<file path="config.mk">
export PLATFORM = sky130hd
export DESIGN_NAME = cpu_test_sequencer
export DESIGN_NICKNAME = d
export VERILOG_FILES = /design/src/rtl/cpu_test_pkg.sv /design/src/rtl/cpu_test_monitor.sv /design/src/rtl/cpu_test_sequencer.sv
export SDC_FILE = /design/constraint.sdc
export NUM_CORES = 1
export LEC_CHECK = 0
export ABC_CLOCK_PERIOD_IN_PS = 5570
export BUFFER_PORTS_ARGS = -buffer_cell sky130_fd_sc_hd__buf_4
export CORE_MARGIN = 2
export CORE_UTILIZATION = 50
export CTS_CLUSTER_SIZE = 10
export DETAILED_ROUTE_END_ITERATION = 10
export PLACE_DENSITY = 0.78
export SYNTH_ARGS = -nofsm -noshare
export SYNTH_HDL_FRONTEND = slang
export SYNTH_SLANG_ARGS = --single-unit
</file>
<file path="constraint.sdc">
create_clock -name i_clk -period 5.57 [get_ports i_clk]
set_clock_uncertainty 0.15 [all_clocks]
set_input_delay 1.114 -clock i_clk [delete_from_list [all_inputs] [get_ports i_clk]]
set_output_delay 1.114 -clock i_clk [all_outputs]
set_load 0.01 [all_outputs]
</file>
<file path="src/rtl/cpu_test_pkg.sv">
// Shared types and default widths for the FRANK6000 test sequencer.
package cpu_test_pkg;

    localparam int ADDR_W  = 8;
    localparam int INSTR_W = 16;
    localparam int DATA_W  = 8;
    localparam int CYC_W   = 16;

    typedef enum logic [2:0] {
        ST_IDLE,
        ST_LOAD,
        ST_CRST,
        ST_RUN,
        ST_DONE
    } state_e;

endpackage

</file>
<file path="src/rtl/cpu_test_monitor.sv">
// Run-phase watcher: counts elapsed run cycles and consecutive WREG matches,
// and raises pass or timeout strobes (pass wins when both hit together).
module cpu_test_monitor #(
    parameter int DATA_W = 8,
    parameter int CYC_W  = 16,
    parameter int STABLE = 4
) (
    input  logic              i_clk,
    input  logic              i_rst,
    input  logic              i_clear,
    input  logic              i_run,
    input  logic [DATA_W-1:0] i_wreg,
    input  logic [DATA_W-1:0] i_expected,
    input  logic [CYC_W-1:0]  i_max_cycles,
    output logic [CYC_W-1:0]  o_cycles,
    output logic              o_pass_stb,
    output logic              o_timeout_stb
);

    localparam int M_W = $clog2(STABLE + 1);

    logic [M_W-1:0]   match_q, match_d, match_next;
    logic [CYC_W-1:0] cycles_q, cycles_d;

    always_comb begin
        match_next    = (i_wreg == i_expected) ? match_q + M_W'(1) : '0;
        o_pass_stb    = i_run && (match_next == M_W'(STABLE));
        o_timeout_stb = i_run && !o_pass_stb && (cycles_q == i_max_cycles);
        match_d       = match_q;
        cycles_d      = cycles_q;
        if (i_clear) begin
            match_d  = '0;
            cycles_d = '0;
        end else if (i_run) begin
            match_d = match_next;
            // The counter stops on the terminating cycle, so it saturates at the limit.
            if (!o_pass_stb && !o_timeout_stb) begin
                cycles_d = cycles_q + CYC_W'(1);
            end
        end
    end

    always_ff @(posedge i_clk) begin
        if (i_rst) begin
            match_q  <= '0;
            cycles_q <= '0;
        end else begin
            match_q  <= match_d;
            cycles_q <= cycles_d;
        end
    end

    assign o_cycles = cycles_q;

endmodule

</file>
<file path="src/rtl/cpu_test_sequencer.sv">
// Run controller: streams a program into the CPU, pulses its reset, runs it
// and reports whether WREG settled on the expected value before the timeout.
module cpu_test_sequencer
    import cpu_test_pkg::*;
#(
    parameter int ADDR_W     = cpu_test_pkg::ADDR_W,
    parameter int INSTR_W    = cpu_test_pkg::INSTR_W,
    parameter int DATA_W     = cpu_test_pkg::DATA_W,
    parameter int CYC_W      = cpu_test_pkg::CYC_W,
    parameter int RST_CYCLES = 1,
    parameter int STABLE     = 4
) (
    input  logic               i_clk,
    input  logic               i_rst,
    input  logic               i_start,
    input  logic               i_abort,
    input  logic [ADDR_W:0]    i_len,
    input  logic [CYC_W-1:0]   i_max_cycles,
    input  logic [DATA_W-1:0]  i_expected,
    input  logic               i_valid,
    input  logic [INSTR_W-1:0] i_word,
    output logic               o_ready,
    output logic [ADDR_W-1:0]  o_instr_addr,
    output logic [INSTR_W-1:0] o_instr,
    output logic               o_we,
    output logic               o_cpu_rst,
    output logic               o_on,
    input  logic [DATA_W-1:0]  i_wreg,
    output logic               o_done,
    output logic               o_pass,
    output logic               o_timeout,
    output logic [CYC_W-1:0]   o_cycles
);

    localparam int RC_W = (RST_CYCLES > 1) ? $clog2(RST_CYCLES) : 1;

    state_e             state_q, state_d;
    logic [ADDR_W:0]    len_q, len_d, cnt_q, cnt_d, cnt_inc;
    logic [CYC_W-1:0]   max_q, max_d;
    logic [DATA_W-1:0]  exp_q, exp_d;
    logic [RC_W-1:0]    rcnt_q, rcnt_d;
    logic [ADDR_W-1:0]  addr_q, addr_d;
    logic [INSTR_W-1:0] instr_q, instr_d;
    logic ready_q, ready_d, we_q, we_d, cpu_rst_q, cpu_rst_d, on_q, on_d;
    logic done_q, done_d, pass_q, pass_d, timeout_q, timeout_d;
    logic start_ok, mon_clear, run_active, pass_stb, timeout_stb;

    assign start_ok   = i_start && !i_abort && (state_q == ST_IDLE || state_q == ST_DONE);
    assign mon_clear  = i_abort || start_ok;
    assign run_active = (state_q == ST_RUN);
    assign cnt_inc    = cnt_q + (ADDR_W + 1)'(1);

    cpu_test_monitor #(
        .DATA_W (DATA_W),
        .CYC_W  (CYC_W),
        .STABLE (STABLE)
    ) u_monitor (
        .i_clk         (i_clk),
        .i_rst         (i_rst),
        .i_clear       (mon_clear),
        .i_run         (run_active),
        .i_wreg        (i_wreg),
        .i_expected    (exp_q),
        .i_max_cycles  (max_q),
        .o_cycles      (o_cycles),
        .o_pass_stb    (pass_stb),
        .o_timeout_stb (timeout_stb)
    );

    always_comb begin
        // NOTE: every _d is defaulted first so no branch can leave one unassigned and infer a latch.
        state_d   = state_q;
        len_d     = len_q;
        max_d     = max_q;
        exp_d     = exp_q;
        cnt_d     = cnt_q;
        rcnt_d    = rcnt_q;
        addr_d    = addr_q;
        instr_d   = instr_q;
        ready_d   = 1'b0;
        we_d      = 1'b0;
        cpu_rst_d = 1'b0;
        on_d      = 1'b0;
        done_d    = done_q;
        pass_d    = pass_q;
        timeout_d = timeout_q;

        unique case (state_q)
            ST_IDLE, ST_DONE: begin
                if (i_start) begin
                    len_d     = i_len;
                    max_d     = i_max_cycles;
                    exp_d     = i_expected;
                    cnt_d     = '0;
                    done_d    = 1'b0;
                    pass_d    = 1'b0;
                    timeout_d = 1'b0;
                    if (i_len == '0) begin
                        state_d   = ST_CRST;
                        cpu_rst_d = 1'b1;
                        rcnt_d    = '0;
                    end else begin
                        state_d = ST_LOAD;
                        ready_d = 1'b1;
                    end
                end
            end
            ST_LOAD: begin
                ready_d = 1'b1;
                if (i_valid && ready_q) begin
                    we_d    = 1'b1;
                    instr_d = i_word;
                    addr_d  = cnt_q[ADDR_W-1:0];
                    cnt_d   = cnt_inc;
                    if (cnt_inc == len_q) begin
                        ready_d = 1'b0;
                        state_d = ST_CRST;
                    end
                end
            end
            ST_CRST: begin
                // Entered from LOAD with cpu_rst low: that cycle carries the last write.
                if (!cpu_rst_q) begin
                    cpu_rst_d = 1'b1;
                    rcnt_d    = '0;
                end else if (rcnt_q == RC_W'(RST_CYCLES - 1)) begin
                    state_d = ST_RUN;
                    on_d    = 1'b1;
                end else begin
                    cpu_rst_d = 1'b1;
                    rcnt_d    = rcnt_q + RC_W'(1);
                end
            end
            ST_RUN: begin
                on_d = 1'b1;
                if (pass_stb || timeout_stb) begin
                    state_d   = ST_DONE;
                    on_d      = 1'b0;
                    done_d    = 1'b1;
                    pass_d    = pass_stb;
                    timeout_d = timeout_stb;
                end
            end
            default: state_d = ST_IDLE;
        endcase

        if (i_abort) begin
            state_d   = ST_IDLE;
            len_d     = '0;
            max_d     = '0;
            exp_d     = '0;
            cnt_d     = '0;
            rcnt_d    = '0;
            addr_d    = '0;
            instr_d   = '0;
            ready_d   = 1'b0;
            we_d      = 1'b0;
            cpu_rst_d = 1'b0;
            on_d      = 1'b0;
            done_d    = 1'b0;
            pass_d    = 1'b0;
            timeout_d = 1'b0;
        end
    end

    // NOTE: non-blocking assignments here so every flop samples pre-edge values regardless of order.
    always_ff @(posedge i_clk) begin
        if (i_rst) begin
            state_q   <= ST_IDLE;
            len_q     <= '0;
            max_q     <= '0;
            exp_q     <= '0;
            cnt_q     <= '0;
            rcnt_q    <= '0;
            addr_q    <= '0;
            instr_q   <= '0;
            ready_q   <= 1'b0;
            we_q      <= 1'b0;
            cpu_rst_q <= 1'b0;
            on_q      <= 1'b0;
            done_q    <= 1'b0;
            pass_q    <= 1'b0;
            timeout_q <= 1'b0;
        end else begin
            state_q   <= state_d;
            len_q     <= len_d;
            max_q     <= max_d;
            exp_q     <= exp_d;
            cnt_q     <= cnt_d;
            rcnt_q    <= rcnt_d;
            addr_q    <= addr_d;
            instr_q   <= instr_d;
            ready_q   <= ready_d;
            we_q      <= we_d;
            cpu_rst_q <= cpu_rst_d;
            on_q      <= on_d;
            done_q    <= done_d;
            pass_q    <= pass_d;
            timeout_q <= timeout_d;
        end
    end

    assign o_ready      = ready_q;
    assign o_instr_addr = addr_q;
    assign o_instr      = instr_q;
    assign o_we         = we_q;
    assign o_cpu_rst    = cpu_rst_q;
    assign o_on         = on_q;
    assign o_done       = done_q;
    assign o_pass       = pass_q;
    assign o_timeout    = timeout_q;

endmodule
</file>
==> results.ini, run 1 <==
[status]
outcome=completed

[critical_path]
r2r_cells=6
worstPathArrival_ns=2.82
crit_path_start_kind=input pin
reg2reg_slack_ns=2.87
crit_type=input pin to flip-flop
crit_path_end_kind=flip-flop
cp_max_fo=32
crit_chain=buf_4 -> and3_1 -> nor2_1 -> a21o_1 -> a21oi_1 -> nor2_1
crit_start=i_valid
path_common_cell=nor2_1
required_ns=5.66
r2r_start=state_q[0]
max_stage_delay_ns=0.86
slowest_stage=and3_1
timing.rr.end=cnt_q[4]

[logic_synthesis]
ys_ff_latch=95
yosys_warnings=0
synthesis.nets=602
synth-edff-count=0
postSynthAreaPerCell_um2=8.043
synth_cell_types=52
synthArstFlopShare_pct=0
synth_cells=537
synthFlopType=dfxtp_1
syn_area_um2=4319
synth-seq-area-share_pct=44.03

[route]
ant_nets=0
dr.first_iter.drc_count=194
dr.pass1.iters=4
wl_per_cell_um=14.53
met3WireLength_um=620
topRoutingLayerUsed=met4
drt-vias-per-instance=5.542
wl_met1_um=4571
vias=4090
dr_wl_met2_um=5374
drc=0
wirelength_um=10720

[layout]
stdcell_area_um2=5341
drive_above_1_share_pct=22.43
final_cells=738
n_fill_cell=725
antenna_cells=0
post-route-util_pct=64.36
area_delta_synth_final_pct=23.67
multiInputGateArea_um2=2247
seq_area_um2=1902
nets=693

[global_route]
grt_max_degree=46
grt-ovfl-total=0
grt_pass1_vias=3994
track_usage_pct=22.93
antenna_found_initial=0
grt_first_pass_wirelength_um=18270

[pwr]
p_comb_share_pct=9.2
switching_share_pct=25.08
fin_total_pwr_mw=1.288
seqPwrFrac_pct=54.2
cellLeakagePower_nw=2.085
internal-power_mw=0.9647
power_frac_clock_pct=36.6
power.density_nw_per_um2=241.1
vdd_drop_max_uv=121.4
switchingPower_mw=0.3229

[min_path]
hold_class=flip-flop to flip-flop
whs_endpoint=o_instr[3]
min_from=o_instr[3]
min_path_cells=2

[clock_tree]
clk_latency_ns=0.37
numCtsBuffers=9
cts-htree-levels=3
ctsResizeCount=0
root_buffer=clkbuf_8
clkSlewWorstSetupHoldPaths_ns=0.09
clock_path_buffers=2
cts_setup_buffers=0
holdBufCountCts=0
cts_tree=built
clock-sinks=95

[timing]
slew_viol_final=0
fin_crit_ns=2.728
post-route-period-util_pct=48.98
hold_violations=0
relSlewSlack_pct=28.48
worst_pin_slew_ns=1.073
fmax_mhz=366.5
tns_ns=0
fin_hold_ws_ns=0.3117
setup_viol=0
worst_slack_ns=2.842
rsz0062_at_grt=false

[placed_design]
placedInstanceArea_um2=5136
post-place-ws_ns=2.459
gp_congestion=0.8767
dpl.cell_count=722
io_buffers=108
hpwlAfterDp_um=7755

[floorplanning]
die_h_um=96.94
core_area_um2=8299
start_util_pct=52.04
io-pin-count=109
die_w_um=96.94
row_count=33
die-area_um2=9397

[run]
maxCapViolCount=0

critical path, delay by kind of cell:
family | cells | cell delay (ns)
and+or+nand+nor | 3 | 1.22
buffers and inverters | 1 | 0.09
AOI/OAI and AO/OA | 2 | 0.38
per-layer routing:
| layer | vias to the layer above | global-route usage (%) |
|---|---|---|
| met1 | 1933 | 28.45 |
| met2 | 118 | 40.38 |
| li1 | 2021 | - |
| met5 | - | 0 |
| met4 | 0 | 5.634 |
| met3 | 18 | 5.058 |
power by group through the flow:
stage          Clock, mW  Sequential (mW)  Combinational (mW)
2_1_floorplan          0            0.711              0.0675
3_3_place_gp           0            0.714               0.115
3_5_place_dp           0            0.714               0.118
4_1_cts            0.477            0.698               0.119
5_1_grt            0.507            0.700               0.132
6_report           0.471            0.698               0.119
layout make-up:
type / instances / share of cell area, %
sequential: 95 / 35.61
multi-input combinational: 405 / 42.07
inverter: 6 / 0.4216
timing repair buffer: 111 / 15.60
tap: 105 / 2.460
clock inverter: 6 / 1.265
clock buffer: 10 / 2.577
sequential cells by signal, summed over array words and instances (netlist names), 3 cells and up:
| name | count |
|---|---|
| max_q | 16 |
| o_instr | 16 |
| u_monitor.o_cycles | 16 |
| cnt_q | 9 |
| len_q | 9 |
| exp_q | 8 |
| o_instr_addr | 8 |
| state_q | 3 |
| u_monitor.match_q | 3 |
synth_stat cells, drive strengths merged, types with 8 or more instances:
| cell | number | area, µm² |
|---|---|---|
| nor4 | 9 | 62.56 |
| or4 | 10 | 75.07 |
| nor2 | 27 | 111.4 |
| o21ai | 14 | 85.08 |
| clkbuf | 21 | 81.33 |
| xor2 | 22 | 192.7 |
| xnor2 | 16 | 140.1 |
| buf | 10 | 66.31 |
| a21oi | 82 | 410.4 |
| nand4 | 8 | 56.30 |
| nand3 | 16 | 95.09 |
| dfxtp | 95 | 1902 |
| nand2 | 136 | 510.5 |
cells in the final DEF (no fill, tap or decap), types with 3 or more instances in the layout:
| cell type | count |
|---|---|
| and2_1 | 3 |
| mux2i_1 | 3 |
| nor4_1 | 8 |
| dfxtp_1 | 95 |
| inv_1 | 6 |
| nor3_1 | 7 |
| o31ai_1 | 7 |
| clkbuf_8 | 10 |
| a21oi_1 | 82 |
| or3_1 | 3 |
| ha_1 | 3 |
| nand4_1 | 7 |
| or4_1 | 10 |
| o21ai_0 | 11 |
| nand2_1 | 136 |
| nor2_1 | 25 |
| o211ai_1 | 3 |
| nand3b_1 | 6 |
| nand3_2 | 3 |
| xor2_1 | 22 |
| nand3_1 | 13 |
| o21a_1 | 6 |
| buf_4 | 111 |
| xnor2_1 | 16 |
kinds of logic (layout without fill, tap and decap cells):
kind of cell | Yosys count | count (layout) | share of synthesized area [%]
simple gates | 236 | 236 | 25.78
flops | 95 | 95 | 44.03
fa+ha+maj | 3 | 3 | 0.8692
mux | 3 | 3 | 0.6953
buf+inv | 37 | 133 | 3.940
compound gates | 125 | 125 | 16.98
xor+xnor | 38 | 38 | 7.705
worst max-delay path by stage:
stage | to | slack [ns] | depth (start not counted)
3_5_place_dp | cnt_q[4] | 2.46 | 6
4_1_cts | cnt_q[4] | 2.82 | 6
2_1_floorplan | state_q[0] | 3.01 | 6
5_1_grt | cnt_q[4] | 2.50 | 6
6_report | cnt_q[4] | 2.84 | 6
3_3_place_gp | cnt_q[4] | 2.48 | 6
Power figures use the tool's default switching activity.
==> run 2, diff against run 1 <==
Settings changed: ABC_AREA from default to 1, ABC_CLOCK_PERIOD_IN_PS 5570 to 2590, PLACE_DENSITY 0.78 to 0.77.
Clock period 5.57 ns to 2.59 ns, I/O delays scaled along.
==> results.ini, run 2 <==
[logic_synthesis]
synthesis.nets=732
synth_area_leaders=dfxtp_1 42%, nand2_1 12%, nor2_1 8.9%, o21ai_0 7.4%, inv_1 5.9%
synth_xor_area_share_pct=2.119
ys_ff_latch=95
postSynthAreaPerCell_um2=6.815
syn_area_um2=4546
synth_cell_types=35
synthArstFlopShare_pct=0
synth-seq-area-share_pct=41.84
synthFlopType=dfxtp_1
synth_top_family_by_area=simple AND/OR/NAND/NOR gates
synth_compound_area_share_pct=15.08
yosys.area_share.adder_pct=0.8258
synth_cells=667
synth_common_cells=140 x nand2_1, 108 x nor2_1, 95 x dfxtp_1
yosys.area.top_type=dfxtp_1
synthMuxAreaShare_pct=0
synth-simple-area-share_pct=31.38
synth_top_area_share_pct=41.84
synth-edff-count=0
yosys_warnings=0
yosys.cell_count.top_type=nand2_1

[layout]
stdcell_area_um2=5664
antenna_cells=0
multiInputGateArea_um2=2251
seq_area_um2=1902
final_cells=882
nets=835
final_common_cell=nand2_1
drive_above_1_share_pct=20.41
n_fill_cell=828
final_cell_mix=140 x nand2_1, 115 x buf_4, 108 x nor2_1, 95 x dfxtp_1, 71 x inv_1
area_delta_synth_final_pct=24.61

[global_route]
grt_pass1_vias=4389
grt_first_pass_wirelength_um=19650
grt-ovfl-total=0
grt_max_degree=62
antenna_found_initial=0
met1_usage_pct=31.42
grt_use_met2_pct=39.97
track_usage_pct=24.27
busiest_layer=met2
use_met3_pct=5.552

[pwr]
fin_total_pwr_mw=2.859
power.density_nw_per_um2=504.8
p_comb_share_pct=9.5
vdd_drop_max_uv=294.8
internal-power_mw=2.181
cellLeakagePower_nw=2.611
power_frac_clock_pct=37.7
seqPwrFrac_pct=52.8
switchingPower_mw=0.6788
switching_share_pct=23.74

[critical_path]
crit_family=simple AND/OR/NAND/NOR gates
path_common_cell=nand2_1
reg2reg_slack_ns=0.47
crit_path_start_kind=flip-flop
r2r_cells=10
required_ns=2.69
timing.rr.end=u_monitor.o_cycles[9]
crit_path_end_kind=flip-flop
cp_max_fo=14
max_stage_delay_ns=0.52
crit_type=flip-flop to flip-flop
critical_path_buf_inv_count=1
r2r_start=u_monitor.o_cycles[10]
worstPathArrival_ns=2.22
crit_chain=xor2_1 -> nor2_1 -> nand2_1 -> nor2_1 -> nand2_1 -> nand3_2 -> inv_2 -> nand2_1 -> o21ai_0 -> a21oi_1
slowest_stage=dfxtp_1

[timing]
setup_viol=0
worst_pin_slew_ns=0.9023
fin_crit_ns=2.121
relSlewSlack_pct=39.63
fmax_mhz=471.4
rsz0062_at_grt=false
fin_hold_ws_ns=0.2284
post-route-period-util_pct=81.90
tns_ns=0
hold_violations=0
slew_viol_final=0

[clock_tree]
clk_latency_ns=0.35
clock_path_buffers=2
holdBufCountCts=0
ctsResizeCount=0
clkSlewWorstSetupHoldPaths_ns=0.09
cts-htree-levels=3
cts_tree=built
numCtsBuffers=9
cts_setup_buffers=0
clock-sinks=95
root_buffer=clkbuf_8

[placed_design]
dpl.cell_count=867
io_buffers=108
hpwlAfterDp_um=8553
placedInstanceArea_um2=5451
gp_congestion=0.8671

[route]
ant_nets=0
drc=0
vias=4573
dr.pass1.iters=5
wirelength_um=11640
wl_per_cell_um=13.20
drt-vias-per-instance=5.185
dr.first_iter.drc_count=246

[floorplanning]
row_count=34
die-area_um2=9869
die_w_um=99.35
die_h_um=99.35
start_util_pct=51.87
io-pin-count=109
core_area_um2=8763

[min_path]
whs_endpoint=o_instr[4]
min_path_cells=3
hold_class=input pin to flip-flop
min_from=i_word[4]

[run]
maxCapViolCount=0

[status]
outcome=completed

==> run 2: cell count changes after synthesis, sizes merged, moves of 7 or more <==
| cell | change |
|---|---|
| a21oi | -31 |
| xor2 | -11 |
| o31ai | -7 |
| or4 | -10 |
| inv | +74 |
| nor3 | +9 |
| xnor2 | -16 |
| o21ai | +60 |
| nor2 | +88 |
| nand3 | +14 |
==> run 2: worst max path at each step <==
stage                                 startpoint                     end  depth (start not counted)
after floorplan                        i_wreg[5]                  o_pass                         15
after global placement                   i_abort   u_monitor.o_cycles[1]                          6
after detailed placement               i_wreg[5]  u_monitor.o_cycles[11]                         12
after CTS                 u_monitor.o_cycles[10]   u_monitor.o_cycles[9]                         10
after global routing      u_monitor.o_cycles[10]   u_monitor.o_cycles[3]                         10
final                     u_monitor.o_cycles[10]   u_monitor.o_cycles[9]                         10
==> run 2: cells by family (layout without fill, tap and decap cells) <==
| family | count (synthesis) | in the layout |
|---|---|---|
| AO/OA/AOI/OAI | 133 | 133 |
| XOR/XNOR | 11 | 11 |
| adder cells (fa/ha/maj) | 3 | 3 |
| buffers and inverters | 103 | 210 |
| flip-flops | 95 | 95 |
| AND/OR/NAND/NOR | 322 | 322 |
==> run 2: stage by stage <==
step / util (%) / worst slack [ns]
2_1_floorplan: - / 0.8186
3_3_place_gp: 62.21 / 0.3304
3_5_place_dp: 62.21 / 0.3349
4_1_cts: 64.63 / 0.4958
5_1_grt: 64.63 / 0.2283
6_report: 64.63 / 0.4688
==> run 2: final cells by class <==
| type | count | share of cell area [%] |
|---|---|---|
| multi-input cells | 469 | 39.74 |
| clock inverters | 3 | 1.193 |
| repair buffers | 115 | 15.24 |
| clock buffers | 12 | 2.562 |
| inverters | 80 | 5.302 |
| well taps | 108 | 2.386 |
| flip-flops and latches | 95 | 33.58 |
==> run 2: worst min-delay path: cells and delay by family <==
| family | cells | cell delay, ns |
|---|---|---|
| buffers and inverters | 1 | 0.08 |
| AND/OR/NAND/NOR | 2 | 0.11 |
==> run 2: power groups by stage <==
stage | Combinational [mW] | Clock (mW) | Sequential [mW]
floorplan | 0.151 | 0 | 1.54
global route | 0.309 | 1.15 | 1.51
global placement | 0.269 | 0 | 1.54
finish | 0.273 | 1.08 | 1.51
CTS | 0.275 | 1.10 | 1.51
detailed placement | 0.273 | 0 | 1.54
==> run 2: metal layers <==
metal  routed length, µm  share of wire [%]
met5                   0                  0
met4                 179                1.5
met3                 753                6.5
met2                5352                 46
met1                5356                 46
